--- src/rtl/w21_col_mac_reader_if.sv ---
// Handshake and ROM bus between a weight-column MAC reader and its environment.
// The DUT uses the slave view; the activation source, ROM and consumer use master.
interface w21_col_mac_reader_if #(
  parameter int unsigned ADDR_W = 9,
  parameter int unsigned W_W    = 21,
  parameter int unsigned X_W    = 8,
  parameter int unsigned ACC_W  = 38
) ();
  logic              start;
  logic              x_valid;
  logic [X_W-1:0]    x_data;
  logic              x_ready;
  logic [ADDR_W-1:0] adrs_clm;
  logic [W_W-1:0]    w_in;
  logic              out_valid;
  logic [ACC_W-1:0]  out_data;
  logic              out_ready;
  logic              busy;

  modport slave (
    input  start, x_valid, x_data, w_in, out_ready,
    output x_ready, adrs_clm, out_valid, out_data, busy
  );

  modport master (
    output start, x_valid, x_data, w_in, out_ready,
    input  x_ready, adrs_clm, out_valid, out_data, busy
  );
endinterface

--- src/rtl/w21_col_mac_reader.sv ---
// Streams activations against a combinational weight-column ROM and accumulates
// the exact signed dot product, presented on a valid/ready result port.
module w21_col_mac_reader #(
  parameter int unsigned DEPTH  = 300,
  parameter int unsigned ADDR_W = 9,
  parameter int unsigned W_W    = 21,
  parameter int unsigned X_W    = 8,
  parameter int unsigned ACC_W  = 38
) (
  input  logic                    clk,
  input  logic                    rst_n,
  w21_col_mac_reader_if.slave     bus_io
);

  localparam int unsigned PW = W_W + X_W;
  localparam logic [ADDR_W-1:0] LastIdx = ADDR_W'(DEPTH - 1);

  typedef enum logic [1:0] {StIdle, StRun, StDrain, StDone} state_e;

  state_e              state_q, state_d;
  logic [ADDR_W-1:0]   cnt_q, cnt_d;
  logic [ADDR_W-1:0]   adrs_q, adrs_d;
  logic [PW-1:0]       prod_q, prod_d;
  logic                prod_v_q, prod_v_d;
  logic [ACC_W-1:0]    acc_q, acc_d;

  logic [PW-1:0]       x_ext, w_ext, prod_now;
  logic [ACC_W-1:0]    prod_acc_ext;

  // Both operands sign-extended to the full product width, so the truncated
  // product is the exact signed result.
  assign x_ext        = {{W_W{bus_io.x_data[X_W-1]}}, bus_io.x_data};
  assign w_ext        = {{X_W{bus_io.w_in[W_W-1]}}, bus_io.w_in};
  assign prod_now     = x_ext * w_ext;
  assign prod_acc_ext = {{(ACC_W - PW){prod_q[PW-1]}}, prod_q};

  always_comb begin
    state_d  = state_q;
    cnt_d    = cnt_q;
    adrs_d   = adrs_q;
    prod_d   = prod_q;
    prod_v_d = 1'b0;
    acc_d    = prod_v_q ? (acc_q + prod_acc_ext) : acc_q;

    unique case (state_q)
      StIdle: begin
        if (bus_io.start) begin
          state_d = StRun;
          acc_d   = '0;
          cnt_d   = '0;
          adrs_d  = '0;
        end
      end
      StRun: begin
        if (bus_io.x_valid) begin
          prod_d   = prod_now;
          prod_v_d = 1'b1;
          cnt_d    = cnt_q + 1'b1;
          adrs_d   = cnt_q + 1'b1;
          if (cnt_q == LastIdx) begin
            adrs_d  = '0;
            state_d = StDrain;
          end
        end
      end
      StDrain: state_d = StDone;
      StDone: begin
        if (bus_io.out_ready) state_d = StIdle;
      end
      default: state_d = StIdle;
    endcase
  end

  always_ff @(posedge clk) begin
    if (!rst_n) begin
      state_q  <= StIdle;
      cnt_q    <= '0;
      adrs_q   <= '0;
      prod_q   <= '0;
      prod_v_q <= 1'b0;
      acc_q    <= '0;
    end else begin
      state_q  <= state_d;
      cnt_q    <= cnt_d;
      adrs_q   <= adrs_d;
      prod_q   <= prod_d;
      prod_v_q <= prod_v_d;
      acc_q    <= acc_d;
    end
  end

  assign bus_io.x_ready   = (state_q == StRun);
  assign bus_io.busy      = (state_q != StIdle);
  assign bus_io.out_valid = (state_q == StDone);
  assign bus_io.out_data  = (state_q == StDone) ? acc_q : '0;
  assign bus_io.adrs_clm  = adrs_q;

endmodule

--- src/flat_wrapper.sv ---
// flat-port wrapper written by rule: the top's interface ports become plain ports
module w21_col_mac_reader_flat 
#(
  parameter int unsigned DEPTH  = 300,
  parameter int unsigned ADDR_W = 9,
  parameter int unsigned W_W    = 21,
  parameter int unsigned X_W    = 8,
  parameter int unsigned ACC_W  = 38
)
  (clk, rst_n, bus_io_start, bus_io_x_valid, bus_io_x_data, bus_io_w_in, bus_io_out_ready, bus_io_x_ready, bus_io_adrs_clm, bus_io_out_valid, bus_io_out_data, bus_io_busy);
  w21_col_mac_reader_if #(.ADDR_W(ADDR_W), .W_W(W_W), .X_W(X_W), .ACC_W(ACC_W)) bus_io_i ();
  input  logic clk;
  input  logic rst_n;
  input wire logic [$bits(bus_io_i.start)-1:0] bus_io_start;
  input wire logic [$bits(bus_io_i.x_valid)-1:0] bus_io_x_valid;
  input wire logic [$bits(bus_io_i.x_data)-1:0] bus_io_x_data;
  input wire logic [$bits(bus_io_i.w_in)-1:0] bus_io_w_in;
  input wire logic [$bits(bus_io_i.out_ready)-1:0] bus_io_out_ready;
  output wire logic [$bits(bus_io_i.x_ready)-1:0] bus_io_x_ready;
  output wire logic [$bits(bus_io_i.adrs_clm)-1:0] bus_io_adrs_clm;
  output wire logic [$bits(bus_io_i.out_valid)-1:0] bus_io_out_valid;
  output wire logic [$bits(bus_io_i.out_data)-1:0] bus_io_out_data;
  output wire logic [$bits(bus_io_i.busy)-1:0] bus_io_busy;
  assign bus_io_i.start = bus_io_start;
  assign bus_io_i.x_valid = bus_io_x_valid;
  assign bus_io_i.x_data = bus_io_x_data;
  assign bus_io_i.w_in = bus_io_w_in;
  assign bus_io_i.out_ready = bus_io_out_ready;
  assign bus_io_x_ready = bus_io_i.x_ready;
  assign bus_io_adrs_clm = bus_io_i.adrs_clm;
  assign bus_io_out_valid = bus_io_i.out_valid;
  assign bus_io_out_data = bus_io_i.out_data;
  assign bus_io_busy = bus_io_i.busy;
  w21_col_mac_reader #(.DEPTH(DEPTH), .ADDR_W(ADDR_W), .W_W(W_W), .X_W(X_W), .ACC_W(ACC_W)) u_core (.clk(clk), .rst_n(rst_n), .bus_io(bus_io_i));
endmodule
--- config.mk ---
export PLATFORM = sky130hd
export DESIGN_NAME = w21_col_mac_reader_flat
export DESIGN_NICKNAME = d
export VERILOG_FILES = /design/src/rtl/w21_col_mac_reader_if.sv /design/src/rtl/w21_col_mac_reader.sv /design/src/flat_wrapper.sv
export SDC_FILE = /design/constraint.sdc
export NUM_CORES = 1
export LEC_CHECK = 0
export ABC_CLOCK_PERIOD_IN_PS = 13000
export CORE_UTILIZATION = 55
export CTS_CLUSTER_SIZE = 20
export DETAILED_ROUTE_END_ITERATION = 8
export GPL_TIMING_DRIVEN = 0
export PLACE_DENSITY = 0.84
export SYNTH_ARGS = -nofsm -noshare
export SYNTH_HDL_FRONTEND = slang
export SYNTH_SLANG_ARGS = --single-unit
--- constraint.sdc ---
create_clock -name clk -period 13 [get_ports clk]
set_clock_uncertainty 0.1 [all_clocks]
set_input_delay 2.6 -clock clk [delete_from_list [all_inputs] [get_ports clk]]
set_output_delay 2.6 -clock clk [all_outputs]
set_load 0.01 [all_outputs]
==> impl_metrics.csv <==
group,metric,value,unit
outcome,status,"completed",
critical_path,required,13.16,ns
job,drv_cap,0,
critical_path,crit_path_frequent_cell,"fa_1",
global_routing,grt_usage,0.265,
global_routing,grt_overflow,0,
clock_tree,clk_pin_slew,0.07,ns
floorplan,core,20500,um2
floorplan,die_h,147,um
timing,layout_setup_ws,4.62,ns
clock_tree,cts_max_level,3,
timing,fin_crit,8.38,ns
global_routing,grt_start_max_net_pins,18,
hold_path,hp-class,"reg2reg",
critical_path,crit_family,"adder cells",
layout,drive_gt1_frac,0.0299,
layout,syn_to_final_growth,12.5,%
power_and_ir_drop,p_total,2.02,mW
timing,rsz0062_at_grt,"false",
synth,synth_nets,1638,
routing,via_per_inst,5.60,
floorplan,die_area,21700,um2
timing,finalSetupViolCount,0,
routing,vias,9762,
clock_tree,post_cts_buffers,0,
synth,synth.area.top_cells,"fa_1, dfxtp_1, ha_1, and2_1, inv_1",
power_and_ir_drop,vdd_drop_max,0.0777,mV
critical_path,critPathLaunch,"bus_io_x_data[7]",
critical_path,reg2reg_to,"u_core.acc_q[36]$_SDFF_PN0_",
clock_tree,root_buffer,"clkbuf_16",
timing,maxClockFrequency,119,MHz
synth,synth_area,11600,um2
critical_path,worst_path_largest_cell_delay,0.62,ns
critical_path,critical_path_arrival,8.53,ns
routing,antenna_left,0,
timing,fin_crit_sh,0.644,
global_routing,grt_antenna_before_repair,0,
critical_path,path_buf_inv,6,
critical_path,crit_path_top_delay_cell,"clkdlybuf4s50_1",
critical_path,worstPathMaxFanout,10,
power_and_ir_drop,p_leak,6.00,nW
critical_path,worstPathCellList,"clkdlybuf4s50_1, clkinv_1, clkbuf_1, fa_1, fa_1, inv_1, fa_1, inv_1, fa_1, inv_1, ha_1, o21a_1, o31a_1, o211ai_1, a31oi_1, nand4_1, a31oi_1, or4b_1, a31oi_1",
timing,final_max_slew_viol_count,0,
critical_path,critPathLaunchType,"input port",
routing,post_drt_wl_per_cell,16.0,um
synth,avgSynthCellArea,8.48,um2
clock_tree,holdBufCountCts,0,
layout,final_common_cell,"inv_1",
synth,synth_edf_count,0,
critical_path,critical_path_cell_count,19,
synth,postSynthCellCount,1373,
routing,drt_iter0_markers,622,
timing,relSlewSlack,0.478,
critical_path,regToRegSetupSlack,9.68,ns
synth,yosysTopAreaCell,"fa_1",
synth,ys_seq_area_frac,0.151,
placed_design,portBuffers,83,
routing,drt_first_pass_iters,5,
clock_tree,clk_latency,0.35,ns
placed_design,dp_hpwl,22300,um
synth,synth.distinct_cells,76,
floorplan,rows,52,
critical_path,worstSetupPathType,"in2reg",
clock_tree,cts_resized,0,
clock_tree,cts.path.max_buffers,2,
routing,routed_wl,27900,um
floorplan,num_io_pins,84,
critical_path,r2r_cells,11,
clock_tree,tritoncts.num_buffers,9,
synth,synthArstFlopShare,0,
layout,antenna-diode-count,0,
routing,drc_errors,0,
timing,worstMarginPinSlew,0.784,ns
placed_design,dp_slack,4.34,ns
clock_tree,numClockSinks,88,
power_and_ir_drop,pwr_density_cell,154,nW/um2
global_routing,grt_pass1_vias,9776,
clock_tree,tritoncts,"built",
hold_path,min-delay-start,"u_core.bus_io.adrs_clm[7]$_SDFFE_PN0P_",
synth,synth-seq-cells,88,
synth,yosysWarnings,0,
floorplan,dieWidth,147,um
critical_path,timing.rr.start,"u_core.prod_q[0]$_SDFFE_PN0P_",
floorplan,initial_core_util,0.568,
critical_path,endpoint,"u_core.prod_q[26]$_SDFFE_PN0P_",
timing,setup_tns,0,ns
critical_path,end_kind,"flop",
synth,ys.flop_type,"dfxtp_1",
placed_design,gp_congestion,0.951,
layout,mostFrequentLayoutCells,"inv_1, and2_1, fa_1",
layout,num-nets-final,1732,
global_routing,grt_pass1_wl,46600,um
timing,hold_viol,0,
synth,yosysTopAreaCellShare,0.231,
## worst reg2reg max path: cells and delay by family (launching register included)
kind / cells / cell delay [ns]
xor gates and xnor gates: 1 / 0.18
adders and majority gates: 2 / 0.73
and+or+nand+nor: 1 / 0.22
DFF: 1 / 0.34
AOI/OAI and AO/OA: 7 / 1.61
## flip-flops by register name (all words and copies together), names as in the netlist
| register | flops |
|---|---|
| u_core.state_q | 2 |
| u_core.bus_io.adrs_clm | 9 |
| u_core.prod_v_q | 1 |
| u_core.prod_q | 29 |
| u_core.acc_q | 38 |
| u_core.cnt_q | 9 |
## report_power, final
| group | leakage, nW | switching [mW] | internal (mW) |
|---|---|---|---|
| clock network | 0.139 | 0.119 | 0.134 |
| logic | 5.15 | 0.830 | 0.591 |
| registers | 0.712 | 0.0357 | 0.310 |
| total | 6.00 | 0.984 | 1.03 |
## synthesized netlist by cell type (7+ instances only)
master    number
o21ai_0       49
nor3_1        11
clkbuf_1      45
nand2_1       90
a22oi_1       10
a21o_1        38
nand4_1       13
fa_1         134
and2_1       170
a211oi_1      14
xor2_1        19
mux2i_1       28
nand3b_1       9
dfxtp_1       88
xnor2_1       38
nand2b_1      12
ha_1          97
a21boi_0       9
nor2_1        93
inv_1        185
a31oi_1        7
nand3_1       27
and3_1        10
nor2b_1       13
a21oi_1       67
## through the flow
stage / hold slack, ns / instances / instance area, um2 / utilization
final: 0.363 / 1742 / 13100 / 0.639
after global placement: 0.344 / 1726 / 12800 / 0.625
after CTS: 0.360 / 1742 / 13100 / 0.639
after global routing: 0.388 / 1742 / 13100 / 0.639
after floorplan: 0.345 / 1373 / 11600 / -
after detailed placement: 0.351 / 1726 / 12800 / 0.625
## cell families after synthesis
group | synth area share
simple gates | 0.216
mux | 0.0241
fa+ha+maj | 0.335
buf+inv | 0.0796
compound gates | 0.151
flops | 0.151
xor+xnor | 0.0429
## metal layers
metal / global-route usage / wire, um / vias to the layer above
li1: - / - / 4710
met1: 0.356 / 12600 / 4670
met2: 0.452 / 13200 / 341
met3: 0.0278 / 1610 / 41
met4: 0.0768 / 543 / 0
met5: 0 / 0 / -
## cell type report
| type | instances | area (um2) |
|---|---|---|
| plain buffers | 54 | 224 |
| clock buffers | 9 | 225 |
| clock inverters | 7 | 62.6 |
| fillers | 1712 | 7400 |
| inverters | 187 | 702 |
| multi-input cells | 1044 | 8950 |
| flip-flops and latches | 88 | 1760 |
| well taps | 270 | 338 |
| repair buffers | 83 | 831 |
## worst min path at each step
| stage | end | slack, ns | cells after the start |
|---|---|---|---|
| 5_1_grt | u_core.bus_io.adrs_clm[7]$_SDFFE_PN0P_ | 0.39 | 2 |
| 3_3_place_gp | u_core.bus_io.adrs_clm[7]$_SDFFE_PN0P_ | 0.34 | 2 |
| 6_report | u_core.bus_io.adrs_clm[7]$_SDFFE_PN0P_ | 0.36 | 2 |
| 3_5_place_dp | u_core.bus_io.adrs_clm[7]$_SDFFE_PN0P_ | 0.35 | 2 |
| 2_1_floorplan | u_core.prod_q[0]$_SDFFE_PN0P_ | 0.34 | 2 |
| 4_1_cts | u_core.bus_io.adrs_clm[7]$_SDFFE_PN0P_ | 0.36 | 2 |
Note: power is estimated with default switching activity, not from simulation.
